## config.mk

```make
export PLATFORM = sky130hd
export DESIGN_NAME = div4_seq_ctrl
export DESIGN_NICKNAME = d
export VERILOG_FILES = /design/src/rtl/div4_pkg.sv /design/src/rtl/div4_seq_ctrl_add_sub.sv /design/src/rtl/div4_seq_ctrl.sv
export SDC_FILE = /design/constraint.sdc
export NUM_CORES = 1
export LEC_CHECK = 0
export CAP_MARGIN = 20
export CELL_PAD_IN_SITES_DETAIL_PLACEMENT = 0
export CELL_PAD_IN_SITES_GLOBAL_PLACEMENT = 1
export CORE_MARGIN = 5
export CORE_UTILIZATION = 42
export CTS_BUF_LIST = sky130_fd_sc_hd__clkbuf_16
export CTS_CLUSTER_DIAMETER = 40
export DETAILED_ROUTE_END_ITERATION = 10
export HOLD_SLACK_MARGIN = 0.03
export PLACE_DENSITY_LB_ADDON = 0.1
export SLEW_MARGIN = 20
export SYNTH_ARGS = -nofsm -noshare
export SYNTH_HDL_FRONTEND = slang
export SYNTH_HIERARCHICAL = 1
export SYNTH_SLANG_ARGS = --single-unit
```

## constraint.sdc

```tcl
create_clock -name clk -period 3.2 [get_ports clk]
set_input_delay 0.64 -clock clk [delete_from_list [all_inputs] [get_ports clk]]
set_output_delay 0.64 -clock clk [all_outputs]
set_load 0.02 [all_outputs]
```

## src/rtl/div4_pkg.sv

```systemverilog
// Shared types and constants for the 4-bit sequential divide path.
package div4_pkg;

   localparam int unsigned DIV_W = 4;
   localparam int unsigned STEP_LAST = 0;
   localparam logic [DIV_W-1:0] DZ_QUOTIENT = 4'hF;

   typedef enum logic [1:0] {
      IDLE = 2'd0,
      RUN  = 2'd1,
      DONE = 2'd2
   } state_t;

endpackage

```

## src/rtl/div4_seq_ctrl_add_sub.sv

```systemverilog
// 4-bit add/sub datapath: z = x + y or x - y; carry_out is "no borrow" when subtracting.
module add_sub_4bit
   import div4_pkg::*;
(
   input  logic [DIV_W-1:0] x,
   input  logic [DIV_W-1:0] y,
   input  logic             add_sub_select,
   output logic [DIV_W-1:0] z,
   output logic             carry_out
);

   logic [DIV_W-1:0] y_eff;
   logic [DIV_W:0]   sum;

   always_comb begin
      y_eff     = y ^ {DIV_W{add_sub_select}};
      sum       = {1'b0, x} + {1'b0, y_eff} + {{DIV_W{1'b0}}, add_sub_select};
      z         = sum[DIV_W-1:0];
      carry_out = sum[DIV_W];
   end

endmodule

```

## src/rtl/div4_seq_ctrl.sv

```systemverilog
// Restoring 4-bit unsigned divider: one trial subtraction per cycle through a shared add/sub unit.
module div4_seq_ctrl
   import div4_pkg::*;
(
   input  logic             clk,
   input  logic             rst_n,
   input  logic             start,
   input  logic [DIV_W-1:0] dividend,
   input  logic [DIV_W-1:0] divisor,
   output logic             busy,
   output logic             done,
   output logic [DIV_W-1:0] quotient,
   output logic [DIV_W-1:0] remainder,
   output logic             div_by_zero
);

   state_t           state_q;
   state_t           state_d;
   logic [DIV_W-1:0] n_q;
   logic [DIV_W-1:0] d_q;
   logic [DIV_W-1:0] r_q;
   logic [DIV_W-1:0] q_q;
   logic [1:0]       step_q;

   logic [DIV_W-1:0] trial;
   logic [DIV_W-1:0] diff;
   logic             no_borrow;
   logic [DIV_W-1:0] r_next;
   logic [DIV_W-1:0] q_next;
   logic             last_step;

   // Partial remainder never exceeds 15, so the 4-bit carry alone decides each bit.
   assign trial = {r_q[DIV_W-2:0], n_q[step_q]};

   add_sub_4bit u_add_sub (
      .x              (trial),
      .y              (d_q),
      .add_sub_select (1'b1),
      .z              (diff),
      .carry_out      (no_borrow)
   );

   always_comb begin
      r_next         = no_borrow ? diff : trial;
      q_next         = q_q;
      q_next[step_q] = no_borrow;
      last_step      = (step_q == 2'(STEP_LAST));
   end

   always_ff @(posedge clk or negedge rst_n) begin
      if (!rst_n) begin
         state_q <= IDLE;
      end else begin
         state_q <= state_d;
      end
   end

   always_comb begin
      state_d = state_q;
      case (state_q)
         IDLE, DONE: begin
            if (start) begin
               state_d = (divisor == '0) ? DONE : RUN;
            end else begin
               state_d = IDLE;
            end
         end
         RUN: begin
            if (last_step) begin
               state_d = DONE;
            end
         end
         default: state_d = IDLE;
      endcase
   end

   always_comb begin
      busy = (state_q == RUN);
      done = (state_q == DONE);
   end

   always_ff @(posedge clk or negedge rst_n) begin
      if (!rst_n) begin
         n_q         <= '0;
         d_q         <= '0;
         r_q         <= '0;
         q_q         <= '0;
         step_q      <= '0;
         quotient    <= '0;
         remainder   <= '0;
         div_by_zero <= 1'b0;
      end else begin
         case (state_q)
            IDLE, DONE: begin
               if (start) begin
                  n_q         <= dividend;
                  d_q         <= divisor;
                  r_q         <= '0;
                  q_q         <= '0;
                  step_q      <= 2'd3;
                  div_by_zero <= (divisor == '0);
                  // Divide-by-zero completes straight from acceptance.
                  if (divisor == '0) begin
                     quotient  <= DZ_QUOTIENT;
                     remainder <= dividend;
                  end
               end
            end
            RUN: begin
               r_q <= r_next;
               q_q <= q_next;
               if (last_step) begin
                  quotient  <= q_next;
                  remainder <= r_next;
               end else begin
                  step_q <= step_q - 2'd1;
               end
            end
            default: ;
         endcase
      end
   end

endmodule
```

==> out/qor.yml, run 1 <==
run_status:
  outcome: "finished clean"
floorplan:
  num_rows: 22
  start_util: 0.4264
  ioPinCount: 22
  die_h_um: 70.51
  die_area_um2: 4972
  core-area_um2: 3606
  chipWidth_um: 70.51
logic_synthesis:
  avgSynthCellArea_um2: 10.32
  syn_inst: 149
  ys_ff_latch: 27
  synth_edf_count: 0
  synth.cell_area_um2: 1538
  synth_cell_type_count: 38
  synth_async_sr_flop_share: 1.000
  ys_seq_area_frac: 0.4394
  synth-warning-count: 6
  ys.flop_type: "dfrtp_1"
critical_path:
  crit_slowest_cell: "dfrtp_1"
  cp_common_cell: "mux2_2"
  crit_family: "multiplexers"
  crit_fanout: 6
  arrival_ps: 2960
  critPathLaunchType: "register"
  path_buf_inv: 0
  cp_slowest_stage_delay_ps: 440
  worstPathRequired_ps: 3350
  path_cells: "mux2_2 -> nor2_1 -> nor2_1 -> mux2_4 -> fa_1 -> a21oi_1 -> o21bai_1 -> mux2_2 -> mux2_2 -> mux2_4"
  cp-end-kind: "register"
  criticalPathCategory: "register to register"
global_route:
  grt_usage: 0.1405
  grt_max_degree: 28
  overflow: 0
  grt_pass1_vias: 1133
  grt_pass1_wl_mm: 5.658
  antenna_found_initial: 0
routing:
  drc: 0
  firstDrtPassIters: 4
  vias_per_cell: 5.113
  wl_mm: 3.223
  wire_per_inst_um: 14.52
  drt_iter0_drc: 48
  dr_total_vias: 1135
  ant_nets: 0
cts:
  clk_latency_ps: 260
  post_cts_buffers: 0
  cts-root-buf: "clkbuf_16"
  ctsHoldBuffers: 0
  cts_resized: 0
  cts-htree-levels: 1
  cts_made_buffers: 3
  cts.sinks: 27
  max-clock-path-buffers: 2
  cts_tree: "done"
  clkTransAtPathRegs_ps: 70
placed_design:
  post-place-cells: 218
  gp_congestion: 0.9381
  portBuffers: 21
  dp_hpwl_mm: 2.380
sta:
  setup_viol: 0
  finalHoldViolations: 0
  max_slew.worst_pin.slew_ps: 509.7
  worst_hold_slack_ps: 479.8
  tns_ps: 0
  period_minus_slack_ps: 2809
  slew_headroom: 0.6602
  fin_crit_sh: 0.8779
  rsz0062_at_grt: "no"
  drv_slew: 0
  skew_ps: 2.471
  fmax_mhz: 356.0
finish:
  antennaDiodeCount: 0
  final_nets: 194
  syn2layout_area_growth_pct: 23.03
  instances_no_fill: 222
  layout-drive-gt1-share: 0.1264
  filler_cell_count: 330
power:
  power_density_nw_per_um2: 1094
  p_leak_uw: 0.0008965
  power_uw: 2070
  irDropWorstVdd_v: 0.0004337
worst_hold_path:
  worstHoldPathType: "register to register"
flow_run:
  maxCapViolations: 0
## worst paths after layout
| kind | start | end | slack (ps) | cells past startpoint |
|---|---|---|---|---|
| max in group asynchronous | rst_n | quotient[0]$_DFFE_PN0P_ | 2190 | 2 |
| setup reg to reg | step_q[1]$_DFFE_PN0P_ | remainder[3]$_DFFE_PN0P_ | 390 | 10 |
| min in group asynchronous | rst_n | d_q[2]$_DFFE_PN0P_ | 760 | 2 |
| hold / removal | div_by_zero$_DFFE_PN0P_ | div_by_zero$_DFFE_PN0P_ | 480 | 2 |
| setup / recovery | step_q[1]$_DFFE_PN0P_ | remainder[3]$_DFFE_PN0P_ | 390 | 10 |
| hold reg to reg | div_by_zero$_DFFE_PN0P_ | div_by_zero$_DFFE_PN0P_ | 480 | 2 |
## worst register-to-register path, delay by kind of cell, from the launching register on
family	cells	cell delay (ps)
and+or+nand+nor	2	160
adders and majority gates	1	410
muxes	5	1430
DFF	1	440
AOI/OAI and AO/OA	2	270
## kinds of logic (layout without fill, tap and decap cells)
family,after synthesis,count (layout),synth area share
AOI/OAI and AO/OA,14,14,0.06592
muxes,21,21,0.1579
other,1,4,0.002439
DFF,27,27,0.4394
and+or+nand+nor,60,60,0.1953
adders and majority gates,8,8,0.06997
buffers and inverters,13,35,0.04068
xor gates and xnor gates,5,5,0.02848
## per-layer routing
metal / up-vias / GRT usage / wire length (um)
met5: - / 0 / 0
li1: 559 / - / -
met4: 0 / 0.04468 / 23
met2: 26 / 0.2173 / 1510
met1: 548 / 0.1969 / 1549
met3: 2 / 0.02878 / 140
## layout by cell type, fill, tap and decap left out, types with 4 or more instances in the layout
cell,instances
nand3b_1,4
clkdlybuf4s50_1,21
a21oi_1,4
inv_1,5
mux2_4,5
mux2i_1,10
mux2_2,6
conb_1,4
nor2_1,8
nand2_1,31
buf_4,4
dfrtp_1,27
ha_1,7
xor2_1,5
## stage by stage
stage / utilization / setup WS (ps) / cell area [um2]
6_report: 0.5246 / 390.8 / 1892
5_1_grt: 0.5246 / 156.6 / 1892
4_1_cts: 0.5246 / 381.4 / 1892
3_5_place_dp: 0.5017 / 390.9 / 1809
3_3_place_gp: 0.5017 / 467.4 / 1809
2_1_floorplan: - / 481.1 / 1549
## cell usage after synthesis (all sizes together), types with 2 or more instances
master	count	area, um2
xor2	5	43.79
nand2	31	116.4
nor3	2	10.01
a21oi	4	20.02
a22o	3	26.28
inv	6	22.52
nand4	2	12.51
dfrtp	27	675.7
ha	7	87.58
nor2b	2	12.51
clkbuf	2	7.510
nand2b	2	20.02
mux2	11	142.6
nor2	8	30.03
nand3	3	15.01
nand3b	4	30.03
buf	5	32.53
nor3b	2	15.01
mux2i	10	100.1
## area by class of cell
| type | instances | area, um2 | area share |
|---|---|---|---|
| multi-input cells | 112 | 810.8 | 0.4286 |
| clock buffers | 3 | 75.07 | 0.03968 |
| clock inverters | 1 | 7.507 | 0.003968 |
| inverters | 6 | 22.52 | 0.01190 |
| flip-flops and latches | 27 | 675.6 | 0.3571 |
| well taps | 48 | 60.06 | 0.03175 |
| repair buffers | 25 | 240.2 | 0.1270 |
## state kept, by name (all words and copies together) (netlist names)
name and cells:
q_q 3, quotient 4, div_by_zero 1, state_q 2, n_q 4, d_q 4, remainder 4, r_q 3
step_q 2
## power breakdown
part,switching [uW],internal [uW],total (uW)
sequential,132,494,627
clock,121,170,291
combinational,583,570,1150
total,836,1230,2070
Power figures use the tool's default switching activity.
==> run 2, diff against run 1 <==
- ABC_AREA: unset -> 1
- CORE_UTILIZATION: 42 -> 40
==> run 2 against run 1 <==
Net effect: hold slack better by 0.81 ps; sequential cell count is 1 higher; final cell count is 14% higher; die area is 5.5% higher; clock skew is 2.2 ps higher; global-route usage is 0.26 points lower; combinational power is 3% lower; wire length is 3.0% higher; synthesized area is 1.4% higher; sequential power is 2% higher; first-iteration DRC count is 17% higher; setup slack better by 310 ps; critical path type unchanged.
==> out/qor.yml, run 2 <==
logic_synthesis:
  synth_cell_type_count: 26
  avgSynthCellArea_um2: 8.661
  yosysMostFrequentCell: "nand2_1"
  synth.cell_area_um2: 1559
  ys_ff_latch: 28
  syn_inst: 180
  synth_top_area_frac: 0.4494
  synth_area_leaders: "dfrtp_1 45%, nand2_1 12%, ha_1 5.6%, inv_1 4.6%, o21ai_2 3.9%"
  yosysTopAreaCell: "dfrtp_1"
  synth_edf_count: 0
  synth-warning-count: 6
  ys_top_cells_by_count: "51 x nand2_1, 28 x dfrtp_1, 19 x inv_1"
  ys_seq_area_frac: 0.4494
  ys.flop_type: "dfrtp_1"
  synth_async_sr_flop_share: 1.000
cts:
  ctsHoldBuffers: 0
  clk_latency_ps: 260
  post_cts_buffers: 0
  cts-htree-levels: 1
  clkTransAtPathRegs_ps: 70
  cts.sinks: 28
  cts_tree: "done"
  max-clock-path-buffers: 2
  cts_resized: 0
  cts_made_buffers: 3
  cts-root-buf: "clkbuf_16"
routing:
  vias_per_cell: 4.702
  dr_total_vias: 1185
  drc: 0
  wire_per_inst_um: 13.17
  ant_nets: 0
  wl_mm: 3.320
  firstDrtPassIters: 4
  drt_iter0_drc: 56
placed_design:
  gp_congestion: 0.8295
  portBuffers: 21
  dp_hpwl_mm: 2.572
sta:
  setup_viol: 0
  tns_ps: 0
  finalHoldViolations: 0
  period_minus_slack_ps: 2495
  skew_ps: 4.714
  slew_headroom: 0.6636
  rsz0062_at_grt: "no"
  max_slew.worst_pin.slew_ps: 503.6
  fin_crit_sh: 0.7797
  fmax_mhz: 400.8
  drv_slew: 0
critical_path:
  crit_fanout: 8
  r2r_slack_ps: 700
  cp_common_cell: "nand2_1"
  worstPathRequired_ps: 3350
  crit_slowest_cell: "dfrtp_1"
  cp_slowest_stage_delay_ps: 450
  path_buf_inv: 3
  cp-end-kind: "register"
  critPathLaunchType: "register"
  criticalPathCategory: "register to register"
  arrival_ps: 2640
  path_cells: "inv_1 -> nand2_1 -> nand3_1 -> nand2_1 -> inv_1 -> nand2_1 -> nand2_2 -> fa_1 -> a21oi_1 -> o21bai_1 -> inv_1 -> nand2_1 -> a21oi_1 -> a21oi_1 -> o21ai_2"
  crit_family: "compound AO/OA/AOI/OAI gates"
global_route:
  grt_usage: 0.1379
  grt_pass1_wl_mm: 5.630
  overflow: 0
  grt_max_degree: 29
  antenna_found_initial: 0
  grt_pass1_vias: 1216
floorplan:
  die_h_um: 72.43
  num_rows: 22
  start_util: 0.4195
  die_area_um2: 5246
  core-area_um2: 3716
  chipWidth_um: 72.43
  ioPinCount: 22
finish:
  syn2layout_area_growth_pct: 20.63
  ff_latch_area_um2: 700.7
  multiInputGateArea_um2: 748.2
  layout-drive-gt1-share: 0.1176
  layout.cells.most_common: "nand2_1"
  antennaDiodeCount: 0
  final_cell_mix: "51 x nand2_1, 28 x dfrtp_1, 21 x clkdlybuf4s50_1, 19 x inv_1, 12 x nor2_1"
  filler_cell_count: 378
  fin_util: 0.5061
  final_nets: 224
worst_hold_path:
  worstHoldPathType: "register to register"
power:
  p_leak_uw: 0.0009490
  power_density_nw_per_um2: 1080
  irDropWorstVdd_v: 0.0003922
  power_uw: 2031
flow_run:
  maxCapViolations: 0
run_status:
  outcome: "finished clean"
## run 2: cell count changes in the layout (fill, tap and decap cells not counted), sizes merged, moves of 6 or more
cell	previous run	this run
nor2	8	14
inv	6	20
a21oi	4	11
nand2	31	60
mux2i	10	0
mux2	11	0
o21ai	0	15
## run 2: worst register-to-register path: cells and delay by family (launching register included)
kind	cells	cell delay, ps
AOI/OAI and AO/OA	5	830
and+or+nand+nor	6	460
DFF	1	450
buffers and inverters	3	440
adders and majority gates	1	210
## run 2: layer usage
| layer | vias to the layer above | share of wire | GRT usage |
|---|---|---|---|
| met4 | 0 | 0.0078 | 0.04098 |
| met2 | 23 | 0.46 | 0.2245 |
| met5 | - | 0 | 0 |
| met3 | 4 | 0.054 | 0.03186 |
| met1 | 546 | 0.48 | 0.1826 |
| li1 | 612 | - | - |
## run 2: final timing paths
check / start / to / cells past startpoint
setup / recovery: step_q[0]$_DFFE_PN0P_ / remainder[1]$_DFFE_PN0P_ / 15
max in group asynchronous: rst_n / quotient[2]$_DFFE_PN0P_ / 2
hold reg to reg: quotient[3]$_DFFE_PN0P_ / quotient[3]$_DFFE_PN0P_ / 2
hold / removal: quotient[3]$_DFFE_PN0P_ / quotient[3]$_DFFE_PN0P_ / 2
setup reg to reg: step_q[0]$_DFFE_PN0P_ / remainder[1]$_DFFE_PN0P_ / 15
min in group asynchronous: rst_n / remainder[1]$_DFFE_PN0P_ / 2
## run 2: cells by family (layout without fill, tap and decap cells)
group | Yosys count | after routing | share of synthesized area
fa+ha+maj | 8 | 8 | 0.06902
other cells | 1 | 4 | 0.002405
buf+inv | 25 | 46 | 0.07785
simple gates | 78 | 78 | 0.2271
compound gates | 35 | 35 | 0.1461
flops | 28 | 28 | 0.4494
xor+xnor | 5 | 5 | 0.02809
## run 2: power breakdown
group	internal (uW)	total (uW)	switching (uW)
logic	436	1110	672
registers	520	639	120
clock network	167	284	116
total	1120	2030	908
## run 2: area by class of cell
cell class | count | share of cell area
multi-input cells | 130 | 0.3979
flip-flops and latches | 28 | 0.3726
repair buffers | 22 | 0.1158
clock buffers | 3 | 0.03992
inverters | 20 | 0.03992
well taps | 48 | 0.03194
clock inverters | 1 | 0.001996
## run 2: per-stage QoR
step                      cells  worst slack [ps]  hold WS, ps  area, um2
after floorplan             183              1057        344.4       1570
after global placement      248             857.9        464.6       1802
after detailed placement    248             713.4        468.4       1802
after CTS                   252             698.3        486.7       1881
after global routing        252             407.4        511.9       1881
final                       252             704.9        480.6       1881
